==> src/rtl/gpio_apb_pkg.sv <==
// Shared definitions for the APB GPIO block: register offsets, parameter
// range limits, the decoded write payload and the byte-lane mask helper.
package gpio_apb_pkg;

  localparam int unsigned APB_DW = 32;

  localparam logic [7:0] GPO_OFS      = 8'h00;
  localparam logic [7:0] GPI_OFS      = 8'h04;
  localparam logic [7:0] GPO_SET_OFS  = 8'h08;
  localparam logic [7:0] GPD_OFS      = 8'h0C;
  localparam logic [7:0] GPO_CLR_OFS  = 8'h10;
  localparam logic [7:0] IRQ_EN_OFS   = 8'h14;
  localparam logic [7:0] IRQ_TYPE_OFS = 8'h18;
  localparam logic [7:0] IRQ_POL_OFS  = 8'h1C;
  localparam logic [7:0] IRQ_STAT_OFS = 8'h20;

  localparam int unsigned WIDTH_MIN = 1;
  localparam int unsigned WIDTH_MAX = 32;
  localparam int unsigned SYNC_MIN  = 2;
  localparam int unsigned SYNC_MAX  = 3;

  // Decoded APB write: offset, raw data and per-bit lane enable.
  typedef struct packed {
    logic [7:0]        ofs;
    logic [APB_DW-1:0] data;
    logic [APB_DW-1:0] lanes;
  } apb_wr_t;

  // Expand the 4 byte strobes into a 32-bit bit-enable mask.
  function automatic logic [APB_DW-1:0] strb_mask(input logic [3:0] strb);
    logic [APB_DW-1:0] m;
    for (int i = 0; i < 4; i++) m[8*i +: 8] = {8{strb[i]}};
    return m;
  endfunction

endpackage

==> src/rtl/gpio_sync_edge.sv <==
// Input synchroniser for the GPIO pads plus a one-cycle delayed copy used
// for edge detection.
//   clock, rst_n : clock, async active-low reset
//   gpi_i        : asynchronous pad inputs
//   s_o          : synchronised inputs (last synchroniser stage)
//   rise_c_o     : s went 0->1 this cycle (combinational from flops)
//   fall_c_o     : s went 1->0 this cycle (combinational from flops)
module gpio_sync_edge #(
  parameter int unsigned WIDTH       = 20,
  parameter int unsigned SYNC_STAGES = 2
) (
  input  logic             clock,
  input  logic             rst_n,
  input  logic [WIDTH-1:0] gpi_i,
  output logic [WIDTH-1:0] s_o,
  output logic [WIDTH-1:0] rise_c_o,
  output logic [WIDTH-1:0] fall_c_o
);

  logic [WIDTH-1:0] sync_q [SYNC_STAGES];
  logic [WIDTH-1:0] prev_q;

  // Synchroniser chain and previous-value flop.
  always_ff @(posedge clock or negedge rst_n) begin
    if (!rst_n) begin
      for (int i = 0; i < int'(SYNC_STAGES); i++) sync_q[i] <= '0;
      prev_q <= '0;
    end else begin
      sync_q[0] <= gpi_i;
      for (int i = 1; i < int'(SYNC_STAGES); i++) sync_q[i] <= sync_q[i-1];
      prev_q <= sync_q[SYNC_STAGES-1];
    end
  end

  assign s_o      = sync_q[SYNC_STAGES-1];
  assign rise_c_o = s_o & ~prev_q;
  assign fall_c_o = ~s_o & prev_q;

endmodule

==> src/rtl/gpio_apb_irq.sv <==
// APB GPIO peripheral: output data/enable registers with atomic set/clear,
// synchronised inputs and per-pin maskable level/edge interrupts.
//   clock, rst_n        : clock, async active-low reset
//   apb_addr/sel/write/ena/wdata/pstb : APB request (only addr[7:0] decoded)
//   apb_rdata           : registered read data
//   apb_rready          : always 1, no wait states
//   gpio_intr           : |(IRQ_STAT & IRQ_EN)
//   gpi                 : asynchronous pad inputs
//   gpo, gpd            : pad output data and output enable
module gpio_apb_irq
  import gpio_apb_pkg::*;
#(
  parameter int unsigned WIDTH       = 20,
  parameter int unsigned SYNC_STAGES = 2
) (
  input  logic             clock,
  input  logic             rst_n,
  input  logic [31:0]      apb_addr,
  input  logic             apb_sel,
  input  logic             apb_write,
  input  logic             apb_ena,
  input  logic [31:0]      apb_wdata,
  output logic [31:0]      apb_rdata,
  input  logic [3:0]       apb_pstb,
  output logic             apb_rready,
  output logic             gpio_intr,
  input  logic [WIDTH-1:0] gpi,
  output logic [WIDTH-1:0] gpo,
  output logic [WIDTH-1:0] gpd
);

  if (WIDTH < WIDTH_MIN || WIDTH > WIDTH_MAX ||
      SYNC_STAGES < SYNC_MIN || SYNC_STAGES > SYNC_MAX) begin : g_param_err
    $error("gpio_apb_irq: WIDTH or SYNC_STAGES out of range");
  end

  logic [WIDTH-1:0] gpo_q, gpo_d;
  logic [WIDTH-1:0] gpd_q, gpd_d;
  logic [WIDTH-1:0] en_q, en_d;
  logic [WIDTH-1:0] type_q, type_d;
  logic [WIDTH-1:0] pol_q, pol_d;
  logic [WIDTH-1:0] stat_q, stat_d;
  logic [31:0]      rdata_q, rdata_d;

  logic [WIDTH-1:0] s_c, rise_c, fall_c;
  logic [WIDTH-1:0] lane_c, ones_c, w1c_c, evt_c;
  logic             wr_en_c;
  apb_wr_t          wr_c;
  logic             unused_bits;

  gpio_sync_edge #(
    .WIDTH      (WIDTH),
    .SYNC_STAGES(SYNC_STAGES)
  ) u_sync (
    .clock   (clock),
    .rst_n   (rst_n),
    .gpi_i   (gpi),
    .s_o     (s_c),
    .rise_c_o(rise_c),
    .fall_c_o(fall_c)
  );

  assign wr_c    = '{ofs: apb_addr[7:0], data: apb_wdata, lanes: strb_mask(apb_pstb)};
  assign wr_en_c = apb_sel & apb_ena & apb_write;
  assign lane_c  = WIDTH'(wr_c.lanes);
  // Bits written as 1 on an enabled lane: drives SET, CLR and W1C.
  assign ones_c  = WIDTH'(wr_c.data) & lane_c;
  assign unused_bits = ^{apb_addr[31:8], wr_c};

  // Register decode, interrupt status update and read mux.
  always_comb begin
    gpo_d   = gpo_q;
    gpd_d   = gpd_q;
    en_d    = en_q;
    type_d  = type_q;
    pol_d   = pol_q;
    rdata_d = rdata_q;
    w1c_c   = '0;

    if (wr_en_c) begin
      case (wr_c.ofs)
        GPO_OFS:      gpo_d  = (gpo_q  & ~lane_c) | ones_c;
        GPO_SET_OFS:  gpo_d  = gpo_q | ones_c;
        GPO_CLR_OFS:  gpo_d  = gpo_q & ~ones_c;
        GPD_OFS:      gpd_d  = (gpd_q  & ~lane_c) | ones_c;
        IRQ_EN_OFS:   en_d   = (en_q   & ~lane_c) | ones_c;
        IRQ_TYPE_OFS: type_d = (type_q & ~lane_c) | ones_c;
        IRQ_POL_OFS:  pol_d  = (pol_q  & ~lane_c) | ones_c;
        IRQ_STAT_OFS: w1c_c  = ones_c;
        default: ;
      endcase
    end

    // Edge bits are sticky with set priority over W1C; level bits track the pin.
    evt_c  = (pol_q & rise_c) | (~pol_q & fall_c);
    stat_d = (type_q & (evt_c | (stat_q & ~w1c_c))) | (~type_q & ~(s_c ^ pol_q));

    if (apb_sel && !apb_write) begin
      case (wr_c.ofs)
        GPO_OFS:      rdata_d = 32'(gpo_q);
        GPI_OFS:      rdata_d = 32'(s_c);
        GPD_OFS:      rdata_d = 32'(gpd_q);
        IRQ_EN_OFS:   rdata_d = 32'(en_q);
        IRQ_TYPE_OFS: rdata_d = 32'(type_q);
        IRQ_POL_OFS:  rdata_d = 32'(pol_q);
        IRQ_STAT_OFS: rdata_d = 32'(stat_q);
        default:      rdata_d = '0;
      endcase
    end
  end

  // State registers.
  always_ff @(posedge clock or negedge rst_n) begin
    if (!rst_n) begin
      gpo_q   <= '0;
      gpd_q   <= '0;
      en_q    <= '0;
      type_q  <= '0;
      pol_q   <= '0;
      stat_q  <= '0;
      rdata_q <= '0;
    end else begin
      gpo_q   <= gpo_d;
      gpd_q   <= gpd_d;
      en_q    <= en_d;
      type_q  <= type_d;
      pol_q   <= pol_d;
      stat_q  <= stat_d;
      rdata_q <= rdata_d;
    end
  end

  assign gpo        = gpo_q;
  assign gpd        = gpd_q;
  assign apb_rdata  = rdata_q;
  assign apb_rready = 1'b1;
  assign gpio_intr  = |(stat_q & en_q);

endmodule
==> config.mk <==
export PLATFORM = sky130hd
export DESIGN_NAME = gpio_apb_irq
export DESIGN_NICKNAME = d
export VERILOG_FILES = /design/src/rtl/gpio_apb_pkg.sv /design/src/rtl/gpio_sync_edge.sv /design/src/rtl/gpio_apb_irq.sv
export SDC_FILE = /design/constraint.sdc
export NUM_CORES = 1
export LEC_CHECK = 0
export ABC_AREA = 1
export BUFFER_PORTS_ARGS = -buffer_cell sky130_fd_sc_hd__buf_2
export CAP_MARGIN = 0
export CORE_MARGIN = 4
export CORE_UTILIZATION = 45
export CTS_CLUSTER_SIZE = 40
export DETAILED_ROUTE_END_ITERATION = 8
export PLACE_DENSITY = 0.67
export SYNTH_ARGS = -nofsm -noshare
export SYNTH_HDL_FRONTEND = slang
export SYNTH_SLANG_ARGS = --single-unit
export TNS_END_PERCENT = 50
==> constraint.sdc <==
create_clock -name clock -period 0.99 [get_ports clock]
set_input_delay 0.099 -clock clock [delete_from_list [all_inputs] [get_ports clock]]
set_output_delay 0.099 -clock clock [all_outputs]
set_load 0.03 [all_outputs]
==> results of run 1 <==
## through the flow
step	setup WS, ns	util, %	hold slack, ns	setup TNS (ns)	cell area, sq um
after detailed placement	-0.467	57.5	0.0193	-50.06	11600
after CTS	-0.657	64.8	0.0308	-8.30	13100
after global routing	-0.694	67.3	0.0621	-13.33	13600
final	-0.630	67.3	0.0523	-8.62	13600
after floorplan	-0.0136	-	-0.197	-0.277	9310
after global placement	-0.420	57.5	0.0209	-46.69	11600
## path summary, 6_finish.rpt
check                                   from              to  slack [ns]  cells past startpoint
max                                stat_q[1]       gpio_intr       -0.63                      5
min reg2reg                u_sync.sync_q[34]  u_sync.s_o[14]        0.35                      0
min                            apb_wdata[19]        register        0.05                      3
max in group asynchronous              rst_n         gpo[18]        0.29                      3
min in group asynchronous              rst_n          gpo[5]        0.13                      2
max reg2reg                       stat_q[14]   apb_rdata[14]       -0.30                      8
## synthesized netlist by cell type (2+ instances only)
master	instances
nand4_1	4
nor2_4	2
buf_1	5
inv_1	72
dfrtp_1	200
nand3_2	6
o21ai_1	35
conb_1	2
buf_6	2
buf_4	21
nand2_1	306
nor2_2	6
o21ai_0	45
o211ai_1	20
nand2_2	4
inv_2	4
nor2_1	90
o22ai_1	40
clkbuf_1	14
nand3_1	205
buf_2	27
## power groups by stage
stage,Sequential [W],Clock [W],Combinational [W]
6_report,0.00855,0.00701,0.00188
5_1_grt,0.00857,0.00746,0.00203
4_1_cts,0.00854,0.00710,0.00178
3_5_place_dp,0.00869,0,0.00162
3_3_place_gp,0.00868,0,0.00160
2_1_floorplan,0.00875,0,0.000611
## per-layer routing
metal	track usage, %	up-vias
li1	-	4345
met1	41.3	4542
met2	39.5	616
met3	6.61	82
met4	9.02	0
met5	0	-
## final cells by class
class	instances	area (sq um)	area share, %
Clock buffer	23	468	3.45
Timing Repair Buffer	380	3410	25.1
Clock inverter	9	115	0.847
Inverter	76	290	2.14
Tap cell	270	338	2.49
Sequential cell	200	5000	36.8
Multi-Input combinational cell	780	3950	29.1
## critical path: stages, from the launching register on
cell and delay, ns:
dfrtp_1 0.42, nand2_2 0.10, nand4_1 0.12, nor2_2 0.17
nand3_2 0.12, buf_6 0.16
## logic make-up after synthesis
family / synth area share [%]
other: 0.0815
AND/OR/NAND/NOR: 29.5
flip-flops: 54.3
buffers and inverters: 7.29
AO/OA/AOI/OAI: 8.79
## timing repair
item                                    CTS  global route
endpoints found under the hold margin   221             0
pin swaps                                20            70
resized for setup                       153            97
endpoints found under the setup margin   78           132
buffers inserted                         30            16
hold buffers                             22             0
cloned                                    0             2
==> metrics.md, run 1 <==
| Metric | Value |
|---|---|
| I/O pins | about 170 |
| Commonest cells after routing, fill and taps aside | nand2_1 (271), dfrtp_1 (200), buf_4 (188) |
| Final antenna-violating net count | 0 |
| Post-Route M1 WL | approximately 13,000 um |
| Yosys top cell area share | between 50% and 60% |
| Clk sinks | 200 |
| Layout cells sized above 1 | about a third |
| DRC | 0 |
| Leading area contributor after synthesis | dfrtp_1 |
| Ys Warns | 0 |
| Clk_lat worst skew | between 0.4 and 0.5 ns |
| Overflow left after global routing | 0 |
| Synth top area cells | dfrtp_1 (54%), nand2_1 (12%), nand3_1 (11%) |
| Drt first pass iters | 5 |
| Seq/Total Area, Yosys | about 54% |
| Synth unique cells | 25 |
| Fin crit share | 164% |
| Clock Tree Root | clkbuf_16 |
| Final-stage net count | between 1.5k and 2k |
| HPWL Detailed | between 20,000 and 25,000 um |
| Post-synth top flop | dfrtp_1 |
| Part of the power in the clock network | 40.2% |
| Tightest Hold Check Type | in -> reg |
| Antenna violations before repair | 0 |
| Final setup fails | 86 |
| Final wirelength | about 32,000 um |
| H-Tree Depth | 4 |
| Crit start category | register |
| Crit-path max FO | 2 |
| CTS tree | yes |
| Die area | 22,800 sq um |
| Arrival @ worst endpoint | approximately 1.5 ns |
| Mapped Cells | between 1k and 1.5k |
| Gate power share | 10.8% |
| Worst Slack Setup Final | -0.630 ns |
| Largest net degree at the start of global routing | 47 |
| Clock skew | between 0.009 and 0.01 ns |
| Per-cell routed wire length | approximately 19 um |
| Status | complete, but fails checks |
| DP Cell Count | between 1.5k and 2k |
| Switch share | 25.1% |
| Leak | roughly 7 nW |
| Initial Util | around 46% |
| Critical Path End Type | output pin |
| Psw | 0.00437 W |
| GPL Wtd Cong | 0.918 |
| FILL cells | about 1.5k |
| Worst-Margin Slew | 0.767 ns |
| Slew Limit Fails | 0 |
| Max clock buf depth | 2 |
| Post-Syn Area | just over 9000 sq um |
| Pint | 0.0131 W |
| VDD IR max | 1.14 mV |
| Max Cap Viol | 0 |
| Ant diodes | 0 |
| Wire length of the first global-routing pass | between 40,000 and 50,000 um |
| DIE WIDTH | roughly 150 um |
| Finished Layout Cells | approximately 1.7k |
| Clock edge transition at the registers on the reported setup and hold paths | 0.07 ns |
| Seq cells post-synth | 200 |
| Most common cell after layout, fill and taps aside | nand2_1 |
| Via/cell ratio | around 5.5 |
| Post-synth EDFFs | 0 |
| Core area | around 20,000 sq um |
| Setup CP Type | reg -> out |
| GRT Util Overall | ~28% |
| P per Cell Area | 1280 nW/um^2 |
| FMAX | 617 MHz |
| Async SR Flop Fraction | 100% |
| Cell Rows | 52 |
| Chip height | roughly 150 um |
| RSZ-0062 raised after global routing | yes |
| Pwr Total | 0.0174 W |
| Mean Syn Cell Area | approximately 8.3 sq um |
| Total number of vias | 9,585 |
| Top routing layer in use | met4 |
| Crit path time final | around 1.6 ns |
| Area Overhead vs Synth | 47.4% |
| Initial drt markers | 961 |
| Violated checks | negative setup slack |
| Worst EP required | roughly 0.89 ns |
| Vias in the first global route | 8,872 |
| Port Buffers | about 120 |
| Proportion of power drawn by flip-flops and latches | 49.0% |
| Routed wl met2 | about 14,000 um |
| Final hold viol count | 0 |
| CTS Buf Count | 17 |
| Metal3 WL | approximately 3800 um |
| Max-slew headroom | approximately half |
No activity file was read; power rests on OpenSTA's default activity.
==> run 2, diff against run 1 <==
--- a/config.mk
+++ b/config.mk
@@ -6,13 +6,13 @@
 export NUM_CORES = 1
 export LEC_CHECK = 0
 export ABC_AREA = 1
-export BUFFER_PORTS_ARGS = -buffer_cell sky130_fd_sc_hd__buf_2
 export CAP_MARGIN = 0
 export CORE_MARGIN = 4
 export CORE_UTILIZATION = 45
 export CTS_CLUSTER_SIZE = 40
 export DETAILED_ROUTE_END_ITERATION = 8
-export PLACE_DENSITY = 0.67
+export DONT_BUFFER_PORTS = 1
+export PLACE_DENSITY = 0.68
 export SYNTH_ARGS = -nofsm -noshare
 export SYNTH_HDL_FRONTEND = slang
 export SYNTH_SLANG_ARGS = --single-unit
==> run 2 against run 1 <==
Against the previous run: the flow finishes with violations (negative hold slack, negative setup slack); highest routed layer unchanged; combinational power shrank 27%; critical endpoint unchanged; routed wire length shrank 8.4%; count of clock-buffer cells in the layout shrank 3; largest power group unchanged.
==> metrics.md, run 2 (synthesis results as in run 1) <==
| Metric | Value |
|---|---|
| Status | complete, but fails checks |
| Violated checks | negative hold slack, negative setup slack |
| Worst reg2reg setup slack | -0.15 ns |
| Per-cell routed wire length | 18.3 um |
| Vias in the first global route | around 8.4k |
| Clk_lat worst skew | about 0.44 ns |
| Hold slack | -0.644 ns |
| Slew Limit Fails | 0 |
| Sequential Area | about 5000 sq um |
| Final antenna-violating net count | 0 |
| Max Cap Viol | 0 |
| Commonest cells after routing, fill and taps aside | nand2_1 (282), dfrtp_1 (196), nand3_1 (192) |
| Crit-path max FO | 2 |
| HPWL Detailed | between 20,000 and 25,000 um |
| Area Overhead vs Synth | 34.7% |
| Die area | roughly 23,000 sq um |
| Most common cell after layout, fill and taps aside | nand2_1 |
| Clock edge transition at the registers on the reported setup and hold paths | 0.07 ns |
| DRC | 0 |
| I/O pins | roughly 170 |
| FILL cells | around 1.7k |
| Tightest Hold Check Type | in -> async |
| DIE WIDTH | approximately 150 um |
| Wire length of the first global-routing pass | 46,500 um |
| Grt met1 use | 40.2% |
| Gr busiest metal | met1 |
| Crit start category | register |
| Arrival @ worst endpoint | around 1.4 ns |
| Antenna violations before repair | 0 |
| Final hold viol count | 200 |
| Clock skew | between 0.009 and 0.01 ns |
| FMAX | between 600 and 700 MHz |
| Worst Slack Setup Final | -0.535 ns |
| Total number of vias | ~8.7k |
| Max-slew headroom | 59.0% |
| Final wirelength | about 29,000 um |
| Initial drt markers | 1,018 |
| H-Tree Depth | 4 |
| Leak | roughly 6.4 nW |
| VDD IR max | 1.37 mV |
| Initial Util | between 40 and 50% |
| Ant diodes | 0 |
| Critical Path End Type | output pin |
| Cell Rows | between 50 and 60 |
| GRT Util Overall | 26.5% |
| Area of the multi-input gates | roughly 3800 sq um |
| Routing usage on met2 | 37.4% |
| Layout cells sized above 1 | about a quarter |
| Overflow left after global routing | 0 |
| Final setup fails | 80 |
| Pwr Total | 0.0168 W |
| Fin crit share | 154% |
| RSZ-0062 raised after global routing | yes |
| CTS tree | yes |
| Chip height | between 150 and 200 um |
| Worst-Margin Slew | between 0.6 and 0.7 ns |
| Met3 Use GR | roughly 7% |
| Worst EP required | between 0.8 and 0.9 ns |
| Largest net degree at the start of global routing | between 200 and 250 |
| Drt first pass iters | 6 |
| CTS Buf Count | 17 |
| Final-stage net count | around 1.4k |
| Via/cell ratio | 5.42 |
| Clock Tree Root | clkbuf_16 |
| Setup TNS | -7.37 ns |
| Crit path time final | roughly 1.5 ns |
| Port Buffers | 0 |
| Max clock buf depth | 2 |
| Clk sinks | 200 |
| Core area | just over 20,000 sq um |
| GPL Wtd Cong | around 0.95 |
| P per Cell Area | between 1000 and 1500 nW/um^2 |
| Setup CP Type | reg -> out |
-- run 2: path summary, 6_finish.rpt --
check                                              to  depth (start not counted)
setup / recovery                            gpio_intr                          4
hold / removal             asynchronous set/reset pin                          0
setup reg to reg                         apb_rdata[9]                          8
hold reg to reg                        u_sync.s_o[13]                          0
max in group asynchronous              u_sync.s_o[13]                          0
min in group clock                           register                          3
-- run 2: metrics by stage --
stage	std cells	worst slack, ns	area (sq um)	utilization (%)
2_1_floorplan	1125	-0.0136	9310	-
3_3_place_gp	1516	-0.289	10800	53.7
3_5_place_dp	1516	-0.282	10800	53.7
4_1_cts	1604	-0.552	12200	60.6
5_1_grt	1609	-0.593	12400	61.5
6_report	1609	-0.535	12400	61.5
-- run 2: power breakdown --
| group | internal, W | total, W | switching (W) |
|---|---|---|---|
| logic | 0.000544 | 0.00137 | 0.000826 |
| clock network | 0.00378 | 0.00684 | 0.00306 |
| registers | 0.00840 | 0.00856 | 0.000155 |
-- run 2: layout make-up --
class,count,share of cell area [%]
Tap cell,270,2.72
Sequential cell,200,40.4
Clock buffer,20,3.60
Multi-Input combinational cell,780,30.5
Clock inverter,10,0.988
Timing Repair Buffer,253,19.4
Inverter,76,2.34
-- run 2: layer usage --
metal  vias to the layer above  wire length [um]
met5                         -                 0
met4                         0               606
met3                        49              3330
met2                       513             12500
met1                      4072             13000
li1                       4094                 -
-- run 2: repair_timing --
| action | in CTS | in global routing |
|---|---|---|
| endpoints found under the setup margin | 72 | 106 |
| pin swaps | 15 | 32 |
| hold endpoints to repair | 231 | 204 |
| hold buffers | 33 | 1 |
| setup buffers | 25 | 4 |
| gates resized for setup | 83 | 47 |
-- run 2: worst max-delay path: stages (launching register included) --
cell,delay (ns)
dfrtp_1,0.40
nand2_2,0.11
nand4_1,0.11
nor2_2,0.20
nand3_4,0.17
==> run 3, diff against run 2 <==
--- a/config.mk
+++ b/config.mk
@@ -16,4 +16,3 @@
 export SYNTH_ARGS = -nofsm -noshare
 export SYNTH_HDL_FRONTEND = slang
 export SYNTH_SLANG_ARGS = --single-unit
-export TNS_END_PERCENT = 50
==> run 3 against run 2 <==
Against the previous run: the flow still finishes with violations (negative hold slack, negative setup slack); fmax decreased by 4.8%; highest routed layer unchanged; critical path depth unchanged; worst hold slack barely moved; combinational power grew 6%; critical path type unchanged; largest power group unchanged; first-iteration DRC count is 0.98% higher; sequential power hardly changed; via count grew 4.5%.
==> metrics.md, run 3 (synthesis results as in run 1) <==
| Metric | Value |
|---|---|
| DIE WIDTH | between 150 and 200 um |
| Clk sinks | 200 |
| Initial Util | a little under half |
| Max Cap Viol | 0 |
| Largest net degree at the start of global routing | 201 |
| Crit path time final | between 1.5 and 2 ns |
| Crit-path max FO | 2 |
| I/O pins | roughly 170 |
| Setup TNS | -7.64 ns |
| Initial drt markers | between 1k and 1.5k |
| Die area | between 20,000 and 25,000 sq um |
| RSZ-0062 raised after global routing | yes |
| Critical path buffers and inverters | 0 |
| CTS tree | yes |
| Clk_lat worst skew | around 0.44 ns |
| H-Tree Depth | 4 |
| Final hold viol count | 200 |
| Switch share | between 20% and 30% |
| Layout cells sized above 1 | between 20% and 30% |
| VDD IR max | about 1 mV |
| Pint | approximately 0.013 W |
| Final-stage net count | approximately 1.5k |
| Crit start category | register |
| Part of the power in the clock network | around two fifths |
| Final antenna-violating net count | 0 |
| Vias in the first global route | approximately 8.6k |
| Final setup fails | between 70 and 80 |
| Leak | around 6.6 nW |
| Per-cell routed wire length | 18.9 um |
| Tightest Hold Check Type | in -> async |
| Clock skew | approximately 0.0065 ns |
| Critical Path End Type | output pin |
| Max-slew headroom | between 60% and 70% |
| Worst-path cell chain | nand2_2, nand4_1, nor2_2, nand3_4 |
| GRT Util Overall | a little over a quarter |
| Ant diodes | 0 |
| Port Buffers | 0 |
| Antenna violations before repair | 0 |
| Via/cell ratio | approximately 5.6 |
| Slew Limit Fails | 0 |
| HPWL Detailed | about 21,000 um |
| P per Cell Area | about 1300 nW/um^2 |
| CTS Buf Count | 17 |
| Worst path top cell family by delay | simple AND/OR/NAND/NOR gates |
| Violated checks | negative hold slack, negative setup slack |
| Proportion of power drawn by flip-flops and latches | around 50% |
| FMAX | ~620 MHz |
| Setup CP Type | reg -> out |
| Wire length of the first global-routing pass | about 47,000 um |
| GPL Wtd Cong | 0.929 |
| Max clock buf depth | 2 |
| Psw | 0.00413 W |
| Overflow left after global routing | 0 |
| FILL cells | 1,555 |
| Chip height | approximately 150 um |
| Most common cell after layout, fill and taps aside | nand2_1 |
| Area Overhead vs Synth | 41.8% |
| Commonest cells after routing, fill and taps aside | nand2_1 (266), dfrtp_1 (200), nand3_1 (171) |
| Total number of vias | 9,121 |
| Hold slack | -0.644 ns |
| Cell Rows | 52 |
| Core area | between 20,000 and 25,000 sq um |
| Worst Slack Setup Final | -0.612 ns |
| Fin crit share | 162% |
| DRC | 0 |
| Core Util, Final | about two thirds |
| Worst EP required | between 0.8 and 0.9 ns |
| Worst-Margin Slew | roughly 0.54 ns |
| Drt first pass iters | 8 |
| Status | complete, but fails checks |
| Critical Path Max Stage Delay | ~0.4 ns |
| Arrival @ worst endpoint | ~1.5 ns |
| CP max stage cell | dfrtp_1 |
| Final wirelength | slightly above 30,000 um |
| Gate power share | about 8.5% |
| Clock edge transition at the registers on the reported setup and hold paths | approximately 0.07 ns |
| Clock Tree Root | clkbuf_16 |
run 3: cell count changes in the layout (fill, tap and decap cells not counted), moves of 4 or more:
cell,before,now
buf_6,72,93
nand3_1,192,171
nand3_2,17,34
nand2_1,282,266
nand2_2,26,39
nor2_1,76,68
buf_12,12,18
buf_4,135,141
nor2_4,3,8
dfrtp_1,196,200
dfrtp_2,4,0
nand3_4,2,6
run 3: final timing paths:
check	from	end	slack, ns	cells past startpoint
max	register	gpio_intr	-0.61	4
max in group asynchronous	rst_n	u_sync.s_o[0]	1.16	0
min	rst_n	asynchronous set/reset pin	-0.64	0
max reg2reg	register	apb_rdata[18]	-0.17	8
min in group clock	apb_pstb[1]	register	0.02	2
min reg2reg	u_sync.sync_q[34]	u_sync.s_o[14]	0.35	0
run 3: area by class of cell:
type / count / area, sq um / share of cell area (%)
flip-flops and latches: 200 / 5000 / 38.3
multi-input cells: 780 / 4030 / 30.8
repair buffers: 286 / 2810 / 21.5
clock buffers: 19 / 443 / 3.39
well taps: 270 / 338 / 2.59
inverters: 76 / 290 / 2.22
clock inverters: 11 / 148 / 1.13
run 3: metrics by stage:
step                total power, W  cells  setup slack (ns)  hold slack (ns)  instance area [sq um]
global placement           0.00985   1534            -0.321           -0.192                  11000
global route                0.0176   1642            -0.627           -0.667                  13100
finish                      0.0172   1642            -0.612           -0.644                  13100
CTS                         0.0171   1625            -0.576           -0.658                  12600
detailed placement         0.00987   1534            -0.309           -0.192                  11000
floorplan                  0.00936   1125           -0.0136           -0.197                   9310
run 3: routing by layer:
layer | part of all wire, % | track usage (%) | wire, um | up-vias
li1 | - | - | - | 4163
met1 | 43 | 40.8 | 13500 | 4338
met2 | 43 | 38.0 | 13400 | 548
met3 | 11 | 5.86 | 3370 | 72
met4 | 2.6 | 9.79 | 816 | 0
met5 | 0 | 0 | 0 | -
run 3: power groups by stage:
stage / sequential [W] / clock [W] / combinational (W)
6_report: 0.00856 / 0.00714 / 0.00145
3_5_place_dp: 0.00870 / 0 / 0.00117
5_1_grt: 0.00858 / 0.00752 / 0.00155
2_1_floorplan: 0.00875 / 0 / 0.000611
4_1_cts: 0.00855 / 0.00721 / 0.00136
3_3_place_gp: 0.00869 / 0 / 0.00116
run 3: timing repair:
item,CTS,global route
pin swaps,36,75
endpoints found under the setup margin,72,125
hold endpoints to repair,234,205
buffers inserted,30,18
hold buffers,32,2
resized for setup,105,101
run 3: worst register-to-register path, delay by kind of cell (launching register included):
family | cells | cell delay, ns
buf+inv | 2 | 0.26
simple gates | 6 | 0.40
flops | 1 | 0.40
